$ cat src/rtl/jtag_pkg.sv
// Shared JTAG master definitions: command opcodes, sequencer states,
// 4-bit IEEE 1149.1 TAP state encodings and the TAP next-state function.
package jtag_pkg;

  typedef enum logic [1:0] {
    OP_TMS   = 2'b00,
    OP_SHIFT = 2'b01,
    OP_IDLE  = 2'b10,
    OP_RSVD  = 2'b11
  } op_e;

  typedef enum logic [1:0] {
    ST_IDLE,
    ST_LOW,
    ST_HIGH,
    ST_DONE
  } state_e;

  localparam logic [3:0] TAP_EX2DR   = 4'h0;
  localparam logic [3:0] TAP_EX1DR   = 4'h1;
  localparam logic [3:0] TAP_SHDR    = 4'h2;
  localparam logic [3:0] TAP_PAUSEDR = 4'h3;
  localparam logic [3:0] TAP_SELIR   = 4'h4;
  localparam logic [3:0] TAP_UPDDR   = 4'h5;
  localparam logic [3:0] TAP_CAPDR   = 4'h6;
  localparam logic [3:0] TAP_SELDR   = 4'h7;
  localparam logic [3:0] TAP_EX2IR   = 4'h8;
  localparam logic [3:0] TAP_EX1IR   = 4'h9;
  localparam logic [3:0] TAP_SHIR    = 4'hA;
  localparam logic [3:0] TAP_PAUSEIR = 4'hB;
  localparam logic [3:0] TAP_RTI     = 4'hC;
  localparam logic [3:0] TAP_UPDIR   = 4'hD;
  localparam logic [3:0] TAP_CAPIR   = 4'hE;
  localparam logic [3:0] TAP_TLR     = 4'hF;

  function automatic logic [3:0] tap_next(input logic [3:0] s, input logic tms);
    case (s)
      TAP_TLR:     return tms ? TAP_TLR   : TAP_RTI;
      TAP_RTI:     return tms ? TAP_SELDR : TAP_RTI;
      TAP_SELDR:   return tms ? TAP_SELIR : TAP_CAPDR;
      TAP_CAPDR:   return tms ? TAP_EX1DR : TAP_SHDR;
      TAP_SHDR:    return tms ? TAP_EX1DR : TAP_SHDR;
      TAP_EX1DR:   return tms ? TAP_UPDDR : TAP_PAUSEDR;
      TAP_PAUSEDR: return tms ? TAP_EX2DR : TAP_PAUSEDR;
      TAP_EX2DR:   return tms ? TAP_UPDDR : TAP_SHDR;
      TAP_UPDDR:   return tms ? TAP_SELDR : TAP_RTI;
      TAP_SELIR:   return tms ? TAP_TLR   : TAP_CAPIR;
      TAP_CAPIR:   return tms ? TAP_EX1IR : TAP_SHIR;
      TAP_SHIR:    return tms ? TAP_EX1IR : TAP_SHIR;
      TAP_EX1IR:   return tms ? TAP_UPDIR : TAP_PAUSEIR;
      TAP_PAUSEIR: return tms ? TAP_EX2IR : TAP_PAUSEIR;
      TAP_EX2IR:   return tms ? TAP_UPDIR : TAP_SHIR;
      TAP_UPDIR:   return tms ? TAP_SELDR : TAP_RTI;
      default:     return TAP_TLR;
    endcase
  endfunction

endpackage

$ cat src/rtl/jtag_tck_div.sv
// TCK half-period counter: counts CLK_DIV-1..0 while run is high and
// strobes phase_end on the last clk cycle of each half-period.
module jtag_tck_div #(
  parameter int CLK_DIV = 4
) (
  input  logic clk,
  input  logic reset,
  input  logic run,
  output logic phase_end
);

  localparam int CW = $clog2(CLK_DIV);
  localparam logic [CW-1:0] TOP = CW'(CLK_DIV - 1);

  logic [CW-1:0] cnt;

  always_ff @(posedge clk) begin
    if (reset || !run || cnt == '0) cnt <= TOP;
    else                            cnt <= cnt - CW'(1);
  end

  assign phase_end = run && (cnt == '0);

endmodule

$ cat src/rtl/jtag_master.sv
// JTAG initiator: runs TMS / shift / idle-clock commands on TCK/TMS/TDI and
// captures TDO. Define JTAG_TAP_TRACK_EN to mirror the target TAP state.
module jtag_master
  import jtag_pkg::*;
#(
  parameter int DATA_W  = 32,
  parameter int CLK_DIV = 4,
  localparam int LEN_W  = $clog2(DATA_W)
) (
  input  logic              clk,
  input  logic              reset,
  input  logic              cmd_valid,
  output logic              cmd_ready,
  input  logic [1:0]        cmd_op,
  input  logic [LEN_W-1:0]  cmd_len,
  input  logic              cmd_exit,
  input  logic [DATA_W-1:0] cmd_data,
  output logic              rsp_valid,
  output logic [DATA_W-1:0] rsp_data,
  output logic              busy,
  output logic              tck,
  output logic              tms,
  output logic              tdi,
  input  logic              tdo,
  output logic [3:0]        tap_state
);

  state_e            state;
  op_e               op_q;
  logic [LEN_W-1:0]  len_q;
  logic [LEN_W-1:0]  bit_q;
  logic              exit_q;
  logic [DATA_W-1:0] data_q;
  logic [DATA_W-1:0] cap_q;
  logic              tdo_meta;
  logic              tdo_sync;
  logic              phase_end;
  logic [LEN_W-1:0]  bit_nxt;

  // Returns {tms, tdi} for bit i of a command.
  function automatic logic [1:0] drive_bits(input op_e op, input logic [DATA_W-1:0] d,
                                            input logic [LEN_W-1:0] i,
                                            input logic [LEN_W-1:0] len, input logic ex);
    case (op)
      OP_TMS:   return {d[i], 1'b0};
      OP_SHIFT: return {ex && (i == len), d[i]};
      default:  return 2'b00;
    endcase
  endfunction

  assign bit_nxt = bit_q + LEN_W'(1);
  assign busy    = !cmd_ready;

  jtag_tck_div #(.CLK_DIV(CLK_DIV)) u_div (
    .clk       (clk),
    .reset     (reset),
    .run       (state == ST_LOW || state == ST_HIGH),
    .phase_end (phase_end)
  );

  always_ff @(posedge clk) begin
    if (reset) begin
      tdo_meta <= 1'b0;
      tdo_sync <= 1'b0;
    end else begin
      tdo_meta <= tdo;
      tdo_sync <= tdo_meta;
    end
  end

  always_ff @(posedge clk) begin
    if (reset) begin
      state     <= ST_IDLE;
      op_q      <= OP_TMS;
      len_q     <= '0;
      bit_q     <= '0;
      exit_q    <= 1'b0;
      data_q    <= '0;
      cap_q     <= '0;
      cmd_ready <= 1'b1;
      rsp_valid <= 1'b0;
      rsp_data  <= '0;
      tck       <= 1'b0;
      tms       <= 1'b1;
      tdi       <= 1'b0;
    end else begin
      rsp_valid <= 1'b0;
      case (state)
        ST_IDLE: begin
          if (cmd_valid) begin
            op_q      <= op_e'(cmd_op);
            len_q     <= cmd_len;
            exit_q    <= cmd_exit;
            data_q    <= cmd_data;
            bit_q     <= '0;
            cap_q     <= '0;
            cmd_ready <= 1'b0;
            tck       <= 1'b0;
            // Reserved ops produce no TCK activity and leave the pins untouched.
            if (op_e'(cmd_op) == OP_RSVD) begin
              state <= ST_DONE;
            end else begin
              {tms, tdi} <= drive_bits(op_e'(cmd_op), cmd_data, '0, cmd_len, cmd_exit);
              state      <= ST_LOW;
            end
          end
        end
        ST_LOW: begin
          if (phase_end) begin
            tck   <= 1'b1;
            state <= ST_HIGH;
          end
        end
        ST_HIGH: begin
          if (phase_end) begin
            cap_q[bit_q] <= tdo_sync;
            tck          <= 1'b0;
            if (bit_q == len_q) begin
              state <= ST_DONE;
            end else begin
              bit_q      <= bit_nxt;
              {tms, tdi} <= drive_bits(op_q, data_q, bit_nxt, len_q, exit_q);
              state      <= ST_LOW;
            end
          end
        end
        ST_DONE: begin
          rsp_valid <= 1'b1;
          rsp_data  <= cap_q;
          cmd_ready <= 1'b1;
          state     <= ST_IDLE;
        end
        default: state <= ST_IDLE;
      endcase
    end
  end

`ifdef JTAG_TAP_TRACK_EN
  logic [3:0] tap_q;

  // The target TAP advances on TCK rise, which happens at the end of LOW.
  always_ff @(posedge clk) begin
    if (reset)                           tap_q <= TAP_TLR;
    else if (state == ST_LOW && phase_end) tap_q <= tap_next(tap_q, tms);
  end

  assign tap_state = tap_q;
`else
  assign tap_state = TAP_TLR;
`endif

endmodule
$ cat config.mk
export PLATFORM = sky130hd
export DESIGN_NAME = jtag_master
export DESIGN_NICKNAME = d
export VERILOG_FILES = /design/src/rtl/jtag_pkg.sv /design/src/rtl/jtag_tck_div.sv /design/src/rtl/jtag_master.sv
export SDC_FILE = /design/constraint.sdc
export NUM_CORES = 1
export LEC_CHECK = 0
export CAP_MARGIN = 20
export CORE_MARGIN = 2
export CORE_UTILIZATION = 50
export DETAILED_ROUTE_END_ITERATION = 8
export GPL_ROUTABILITY_DRIVEN = 0
export PLACE_DENSITY = 0.72
export SYNTH_ARGS = -nofsm -noshare
export SYNTH_HDL_FRONTEND = slang
export SYNTH_HIERARCHICAL = 1
export SYNTH_SLANG_ARGS = --single-unit
$ cat constraint.sdc
create_clock -name clk -period 3.35 [get_ports clk]
set_input_delay 0.335 -clock clk [delete_from_list [all_inputs] [get_ports clk]]
set_output_delay 0.335 -clock clk [all_outputs]
set_load 0.1 [all_outputs]
Word-level counts from Yosys, hierarchy flattened
Index checks and enable logic that the tools add are counted.
- register bits after elaboration: 120
- bits in latches: 0
- memory bits (writable): 0
- ROM bits: 0
- bits of input ports: 44
- logic and storage cells: 94
- memories kept: 0
- $add $sub $neg: 2
- multiply operators: 0
- divide/modulo/power cells: 0
- order comparisons: 3
- equal/unequal tests: 13
- shift operators: 0
- mux-type cells: 36
- bitwise logic cells: 0
- reductions and logical operators: 24
- operator list (kind ; count):
    2-to-1 mux 32 bit ; 2
    case mux 32 bit (2 select lines) ; 1
    bitwise mux 32 bit ; 1
    2-to-1 mux 5 bit ; 3
    2-to-1 mux 1 bit ; 14
    less-than comparator 5 x 6 -> 1 bit, second input constant ; 2
    equality test 5 bit ; 2
    2-to-1 mux 2 bit ; 5
    inequality test 2 bit, second input constant ; 5
    case mux 5 bit (2 select lines) ; 1
    logical NOT 2 bit ; 4
    case mux 2 bit (2 select lines) ; 2
    case mux 2 bit (4 select lines) ; 1
    AND reduction 4 bit ; 2
    equality test 2 x 1 -> 1 bit, second input constant ; 3
    equality test 2 bit, second input constant ; 3
    case mux 1 bit (2 select lines) ; 3
    AND reduction 3 bit ; 2
    adder 5 x 1 -> 5 bit, second input constant ; 1
    binary-select mux 1 bit (select 5 bit) ; 1
    demux 1 bit (select 5 bit) ; 1
    greater-or-equal comparator 5 x 1 -> 1 bit, second input constant ; 1
    logical NOT 5 bit ; 1
    AND reduction 5 bit ; 1
    8 further kinds ; 16

Longest topological paths before layout
Gate-level depths: netlist (run 1).
- depth after elaboration: 7
- mapped depth: 10
- depth with buffers taken out: 9

Cells and area by module
Netlist (run 1), hierarchy kept.
- by module, submodules not included (module ; instances ; cells an instance ; area each (sq um)):
    jtag_master ; 1 ; 615 ; 5293.8
    jtag_tck_div ; 1 ; 8 ; 90.1

Worst setup path after synthesis (run 1)
No wires, ideal clock.
- path kind: flip-flop to flip-flop
- from: reg bit_q[0]
- to: reg tdi
- arrival time: 2.350 ns
- setup slack: 0.879 ns
- cell stages (with the launch flop): 11
- buffers on the path: 2
- period minus slack after synthesis: 2.471 ns
- path through: dfxtp_1 > buf_2 > inv_1 > ha_1 > buf_6 > mux4_1 > mux2i_1 > mux2i_1 > mux2_2 > a31oi_1 > nor3_1
- word-level cells in the longest chain between the ends: 7
- elaborated cells on any way between the ends: 10
- ends and longest elaborated chain (element ; line ; RTL):
    start: declaration ; jtag_master.sv:31 ; logic [LEN_W-1:0] bit_q;
    start signal: assignment ; jtag_master.sv:121 ; bit_q <= bit_nxt;
    adder 5 x 1 -> 5 bit ; jtag_master.sv:51 ; assign bit_nxt = bit_q + LEN_W'(1);
    binary-select mux 1 bit (select 5 bit) ; jtag_master.sv:46 ; OP_SHIFT: return {ex && (i == len), d[i]};
    2-to-1 mux 1 bit (not written as such) ; jtag_master.sv:46 ;
    case mux 2 bit (2 select lines) ; jtag_master.sv:44 ; case (op)
    2-to-1 mux 1 bit ; jtag_master.sv:118 ; if (bit_q == len_q) begin
    2-to-1 mux 1 bit ; jtag_master.sv:115 ; if (phase_end) begin
    case mux 1 bit (2 select lines) ; jtag_master.sv:88 ; case (state)
    end signal: assignment ; jtag_master.sv:103 ; {tms, tdi} <= drive_bits(op_e'(cmd_op), cmd_data, '0, cmd_len, cmd_exit);
    end signal: assignment ; jtag_master.sv:122 ; {tms, tdi} <= drive_bits(op_q, data_q, bit_nxt, len_q, exit_q);
    end: declaration ; jtag_master.sv:23 ; output logic tdi,
Several ways; a longest one is shown, not always the timed one. The select of a mux whose other input is x is not followed.
A chain may end at the register's enable or synchronous reset.

Worst setup path in the final report (run 1)
- from: reg bit_q[1]
- to: reg tdi
Same word-level chain as after synthesis.

==> impl_metrics.env, run 1 <==
export IMPL_grt_max_degree=122
export IMPL_cts_tree="yes"
export IMPL_start_util=0.519
export IMPL_crit_path_end_kind="flip-flop"
export IMPL_clkPwrFrac=0.376
export IMPL_fin_area_um2=6820
export IMPL_grt_pass1_wl_mm=20.1
export IMPL_antenna_left=0
export IMPL_yosysMostFrequentCell="dfxtp_1"
export IMPL_post_synth_top_area_fraction=0.446
export IMPL_portBuffers=81
export IMPL_syn_area_per_cell_um2=8.64
export IMPL_viasPerCell=5.40
export IMPL_reg2reg_depth=8
export IMPL_yosysUniqueCellTypes=47
export IMPL_insertion_delay_ns=0.53
export IMPL_crit_chain="inv_1 -> ha_1 -> mux4_1 -> mux2i_1 -> mux2i_1 -> mux2_2 -> a31oi_1 -> nor3_1"
export IMPL_intPower_mw=3.09
export IMPL_p_comb_frac=0.276
export IMPL_cpMostUsedCell="mux2i_1"
export IMPL_synth_warnings=6
export IMPL_synth_async_reset_ratio=0
export IMPL_cts_htree_levels=4
export IMPL_num_rows=37
export IMPL_instances_no_fill=834
export IMPL_yosysSeqAreaShare=0.446
export IMPL_leakagePower_nw=2.49
export IMPL_status="finished clean"
export IMPL_place_area_um2=6210
export IMPL_areaGrowthSynthToFinish_pct=26.7
export IMPL_grt_overflow=0
export IMPL_whs_ns=0.279
export IMPL_wl_mm=12.2
export IMPL_io_pins=86
export IMPL_max_freq_mhz=374
export IMPL_die_h_um=108
export IMPL_cts_clk_slew_worst_paths_ns=0.06
export IMPL_vias=4500
export IMPL_synth_top_cells_by_count="120 x dfxtp_1, 116 x nand2_1, 84 x a21oi_1"
export IMPL_post_drt_wl_per_cell_um=14.7
export IMPL_drc=0
export IMPL_p_switching_mw=1.59
export IMPL_fp_coreArea_um2=10400
export IMPL_clkSinkCount=120
export IMPL_crit_slowest_cell="mux4_1"
export IMPL_worst_pin_slew_ns=1.01
export IMPL_antenna_found_initial=0
export IMPL_ys_seq_elements=120
export IMPL_worst_hold_path_type="in -> reg"
export IMPL_drt_pass1_iter_count=4
export IMPL_powerDensity_nw_per_um2=686
export IMPL_cts_hold_buf=0
export IMPL_total_power_mw=4.68
export IMPL_maxSlewViolCount=0
export IMPL_clock_skew_ns=0.0241
export IMPL_die_w_um=108
export IMPL_relSlewSlack=0.324
export IMPL_hold_path_depth=2
export IMPL_clk_path_buf_depth=2
export IMPL_fin_setup_tns_ns=0
export IMPL_maxCapViolations=0
export IMPL_finalSetupViolCount=0
export IMPL_post_cts_buffers=0
export IMPL_min_period_ns=2.68
export IMPL_post_cts_resized=0
export IMPL_num_antenna_cells=0
export IMPL_grtUsageTotal=0.220
export IMPL_cts_root_buf="clkbuf_8"
export IMPL_synth_ff_type="dfxtp_1"
export IMPL_finalCritPeriodShare=0.799
export IMPL_syn_inst=623
export IMPL_drt_iter0_drc=172
export IMPL_crit_fanout=10
export IMPL_fin_nets=739
export IMPL_die_area_um2=11600
export IMPL_hold_violations=0
export IMPL_cts_made_buffers=17
export IMPL_critPathKind="reg -> reg"
export IMPL_critPathLaunchType="flip-flop"
export IMPL_syn_cell_area_um2=5380
export IMPL_cp_data_required_time_ns=3.73
export IMPL_rsz0062_at_grt="no"
export IMPL_drive_above_1_share=0.0702
export IMPL_dp_hpwl_mm=7.87
export IMPL_synth_edff_count=0
export IMPL_final_fill_count=871
export IMPL_yosys_top_cells_area="dfxtp_1 45%, nand2_1 8.1%, a21oi_1 7.8%"
export IMPL_max_stage_delay_ns=0.62
export IMPL_p_seq_frac=0.348
export IMPL_grt_pass1_vias=4255
export IMPL_placed_cells=801
export IMPL_synth_top_cell_by_area="dfxtp_1"
export IMPL_swShare=0.339
export IMPL_ir_worst_vdd_mv=0.554
export IMPL_worstPathArrival_ns=3.06
[flip-flops by register name (all words and copies together), names as in the netlist, 2 cells and up]
register and count:
bit_q 5, data_q 32, u_div/cnt 2, cap_q 32, rsp_data 32, op_q 2
len_q 5, state 2
[metrics by stage]
step	setup WS, ns	utilization
floorplan	0.879	-
global route	0.537	0.658
global placement	0.780	0.599
CTS	0.674	0.655
detailed placement	0.688	0.599
finish	0.675	0.658
[cell families (layout without fill, tap and decap cells)]
| group | count (synthesis) | count (layout) | share of synthesized area |
|---|---|---|---|
| adders and majority gates | 10 | 10 | 0.0232 |
| buffers and inverters | 59 | 131 | 0.0476 |
| other | 1 | 4 | 0.000697 |
| muxes | 49 | 49 | 0.116 |
| and+or+nand+nor | 211 | 211 | 0.170 |
| DFF | 120 | 120 | 0.446 |
| AOI/OAI and AO/OA | 161 | 161 | 0.173 |
| xor gates and xnor gates | 12 | 12 | 0.0230 |
[cell usage in the layout (no fill, tap or decap), types with 4 or more instances in the layout]
cell type / n
ha_1: 9
nor2_1: 47
dfxtp_1: 120
nor3_1: 5
clkinvlp_4: 5
clkbuf_16: 16
nand2_1: 116
nor2b_1: 7
conb_1: 4
buf_4: 9
a21boi_0: 28
mux2i_1: 39
a21oi_1: 84
xnor2_1: 8
inv_1: 9
mux4_1: 8
and2_1: 4
nand3_1: 12
o21ai_0: 35
clkdlybuf4s50_1: 80
[layer usage]
| layer | track usage | up-vias | wire length [µm] |
|---|---|---|---|
| met4 | 0.0742 | 0 | 130 |
| li1 | - | 2248 | - |
| met5 | 0 | - | 0 |
| met3 | 0.0563 | 12 | 482 |
| met2 | 0.367 | 110 | 6110 |
| met1 | 0.275 | 2130 | 5500 |
[power by group through the flow]
stage	Sequential [mW]	Combinational (mW)	Clock (mW)
6_report	1.63	1.29	1.76
5_1_grt	1.64	1.40	1.85
4_1_cts	1.63	1.28	1.78
3_5_place_dp	1.66	1.27	0
3_3_place_gp	1.65	1.24	0
2_1_floorplan	1.76	0.851	0
[worst max-delay path, delay by kind of cell, from the launching register on]
family,cells,cell delay [ns]
buffers and inverters,1,0.11
AO/OA/AOI/OAI,1,0.16
multiplexers,4,1.16
flip-flops,1,0.45
adder cells (fa/ha/maj),1,0.59
AND/OR/NAND/NOR,1,0.07
[final timing paths]
kind	startpoint	end	slack [ns]
hold reg to reg	u_div/cnt[0]	u_div/cnt[0]	0.42
setup / recovery	bit_q[1]	tdi	0.67
setup reg to reg	bit_q[1]	tdi	0.67
hold / removal	reset	data_q[19]	0.28
[layout make-up]
cell class	count	area, µm²	share of cell area
well taps	136	170	0.0250
multi-input cells	447	2740	0.402
clock inverters	13	146	0.0215
flip-flops and latches	120	2400	0.352
repair buffers	90	896	0.131
clock buffers	19	432	0.0633
inverters	9	33.8	0.00495
No activity file was read; power rests on OpenSTA's default activity.
==> run 2: changes to the inputs <==
Settings changed: CORE_UTILIZATION 50 to 48, PLACE_DENSITY 0.72 to 0.73.
Clock period 3.35 ns to 2.3 ns, I/O delays scaled along.
==> run 2 against run 1 <==
Compared with the run above: hold slack worse by 0.014 ns; final cell count is 2.5% higher; critical path depth is 1 higher; first-iteration DRC count is 47% higher; largest cell class unchanged; highest routed layer unchanged.
==> impl_metrics.env, run 2 (synthesized netlist as in run 1, its figures left out) <==
export IMPL_status="finished clean"
export IMPL_finalCritPeriodShare=0.957
export IMPL_crit_fanout=4
export IMPL_hp_start="cmd_data[31]"
export IMPL_final_cell_mix="116 x nand2_1, 116 x dfxtp_1, 84 x a21oi_1, 61 x buf_4, 47 x nor2_1"
export IMPL_clkPwrFrac=0.357
export IMPL_die_area_um2=12100
export IMPL_hold_path_depth=3
export IMPL_worst_pin_slew_ns=0.846
export IMPL_fin_setup_tns_ns=0
export IMPL_critPathLaunchType="flip-flop"
export IMPL_dp_hpwl_mm=8.53
export IMPL_maxSlewViolCount=0
export IMPL_cts_clk_slew_worst_paths_ns=0.06
export IMPL_instances_no_fill=855
export IMPL_clkSinkCount=120
export IMPL_portBuffers=81
export IMPL_viasPerCell=5.36
export IMPL_rsz0062_at_grt="no"
export IMPL_fp_coreArea_um2=10900
export IMPL_vias=4586
export IMPL_insertion_delay_ns=0.51
export IMPL_relSlewSlack=0.436
export IMPL_worstPathArrival_ns=2.56
export IMPL_grt_pass1_vias=4503
export IMPL_cts_tree="yes"
export IMPL_intPower_mw=4.51
export IMPL_start_util=0.494
export IMPL_io_pins=86
export IMPL_post_drt_wl_per_cell_um=15.0
export IMPL_antenna_found_initial=0
export IMPL_cts_made_buffers=17
export IMPL_num_rows=38
export IMPL_wl_mm=12.8
export IMPL_num_antenna_cells=0
export IMPL_p_seq_frac=0.346
export IMPL_drc=0
export IMPL_r2r_start="bit_q[1]"
export IMPL_die_h_um=110
export IMPL_r2r_end="tdi"
export IMPL_maxCapViolations=0
export IMPL_placed_cells=818
export IMPL_drt_pass1_iter_count=8
export IMPL_whs_endpoint="data_q[31]"
export IMPL_hold_violations=0
export IMPL_drt_iter0_drc=253
export IMPL_powerDensity_nw_per_um2=1000
export IMPL_antenna_left=0
export IMPL_reg2reg_depth=9
export IMPL_cts_root_buf="clkbuf_8"
export IMPL_grt_max_degree=81
export IMPL_areaGrowthSynthToFinish_pct=27.8
export IMPL_reg_largest_list="cap_q: 32 flops, data_q: 32 flops, rsp_data: 32 flops"
export IMPL_grtUsageTotal=0.220
export IMPL_critPathKind="reg -> reg"
export IMPL_swShare=0.345
export IMPL_grt_pass1_wl_mm=20.7
export IMPL_final_fill_count=902
export IMPL_p_comb_frac=0.298
export IMPL_clk_path_buf_depth=2
export IMPL_leakagePower_nw=2.63
export IMPL_p_switching_mw=2.38
export IMPL_fin_nets=756
export IMPL_ir_worst_vdd_mv=0.471
export IMPL_grt_overflow=0
export IMPL_die_w_um=110
export IMPL_crit_path_end_kind="flip-flop"
export IMPL_finalSetupViolCount=0
export IMPL_drive_above_1_share=0.172
export IMPL_cts_htree_levels=4
export IMPL_clock_skew_ns=0.00818
export IMPL_max_freq_mhz=454
export IMPL_cts_hold_buf=0
export IMPL_min_period_ns=2.20
export IMPL_worst_hold_path_type="in -> reg"
export IMPL_cp_data_required_time_ns=2.66
export IMPL_rrSetupSlack_ns=0.1
-- run 2: worst max path at each step --
stage | startpoint | end | cells past startpoint
finish | bit_q[1] | tdi | 9
global route | bit_q[0] | tdi | 9
global placement | bit_q[0] | tdi | 9
floorplan | bit_q[0] | tdi | 10
detailed placement | bit_q[1] | tdi | 9
CTS | bit_q[1] | tdi | 9
-- run 2: what timing repair did --
item / 4_1_cts / 5_1_grt
setup buffers: 0 / 4
hold endpoints to repair: 0 / 0
setup endpoints to repair: 0 / 20
resized for setup: 0 / 11
-- run 2: critical path, stage by stage (launching register included) --
cell and delay, ns:
dfxtp_2 0.33, inv_2 0.05, ha_4 0.29, clkbuf_16 0.14, mux4_2 0.49, mux2i_1 0.15
mux2i_1 0.09, mux2_4 0.29, a31oi_1 0.16, nor3_1 0.06
-- run 2: power groups by stage --
stage,registers [mW],clock network [mW],logic (mW)
floorplan,2.57,0,1.25
global placement,2.41,0,1.87
detailed placement,2.42,0,1.93
CTS,2.37,2.49,1.94
global route,2.40,2.59,2.21
finish,2.38,2.46,2.05
-- run 2: area by class of cell --
type                            instances  area [µm²]  area share
Clock buffer                           17         414      0.0602
Tap cell                              140         175      0.0255
Inverter                                9        33.8     0.00491
Timing Repair Buffer                  107         963       0.140
Sequential cell                       120        2410       0.350
Multi-Input combinational cell        447        2740       0.398
Clock inverter                         15         145      0.0211
-- run 2: per-layer routing --
layer  vias to the layer above  share of wire  GRT usage
li1                       2268              -          -
met1                      2148           0.43      0.260
met2                       142           0.49      0.372
met3                        28          0.051     0.0557
met4                         0          0.023      0.100
met5                         -              0          0
-- run 2: per-stage QoR --
| stage | instance area, µm² | utilization | hold WS (ns) | worst slack, ns | power (mW) |
|---|---|---|---|---|---|
| floorplan | 5380 | - | 0.347 | 0.00858 | 3.82 |
| global placement | 6240 | 0.573 | 0.407 | 0.0990 | 4.29 |
| detailed placement | 6240 | 0.573 | 0.416 | 0.0440 | 4.35 |
| CTS | 6800 | 0.624 | 0.247 | 0.0328 | 6.81 |
| global route | 6880 | 0.632 | 0.256 | 0.0156 | 7.20 |
| finish | 6880 | 0.632 | 0.265 | 0.0986 | 6.89 |
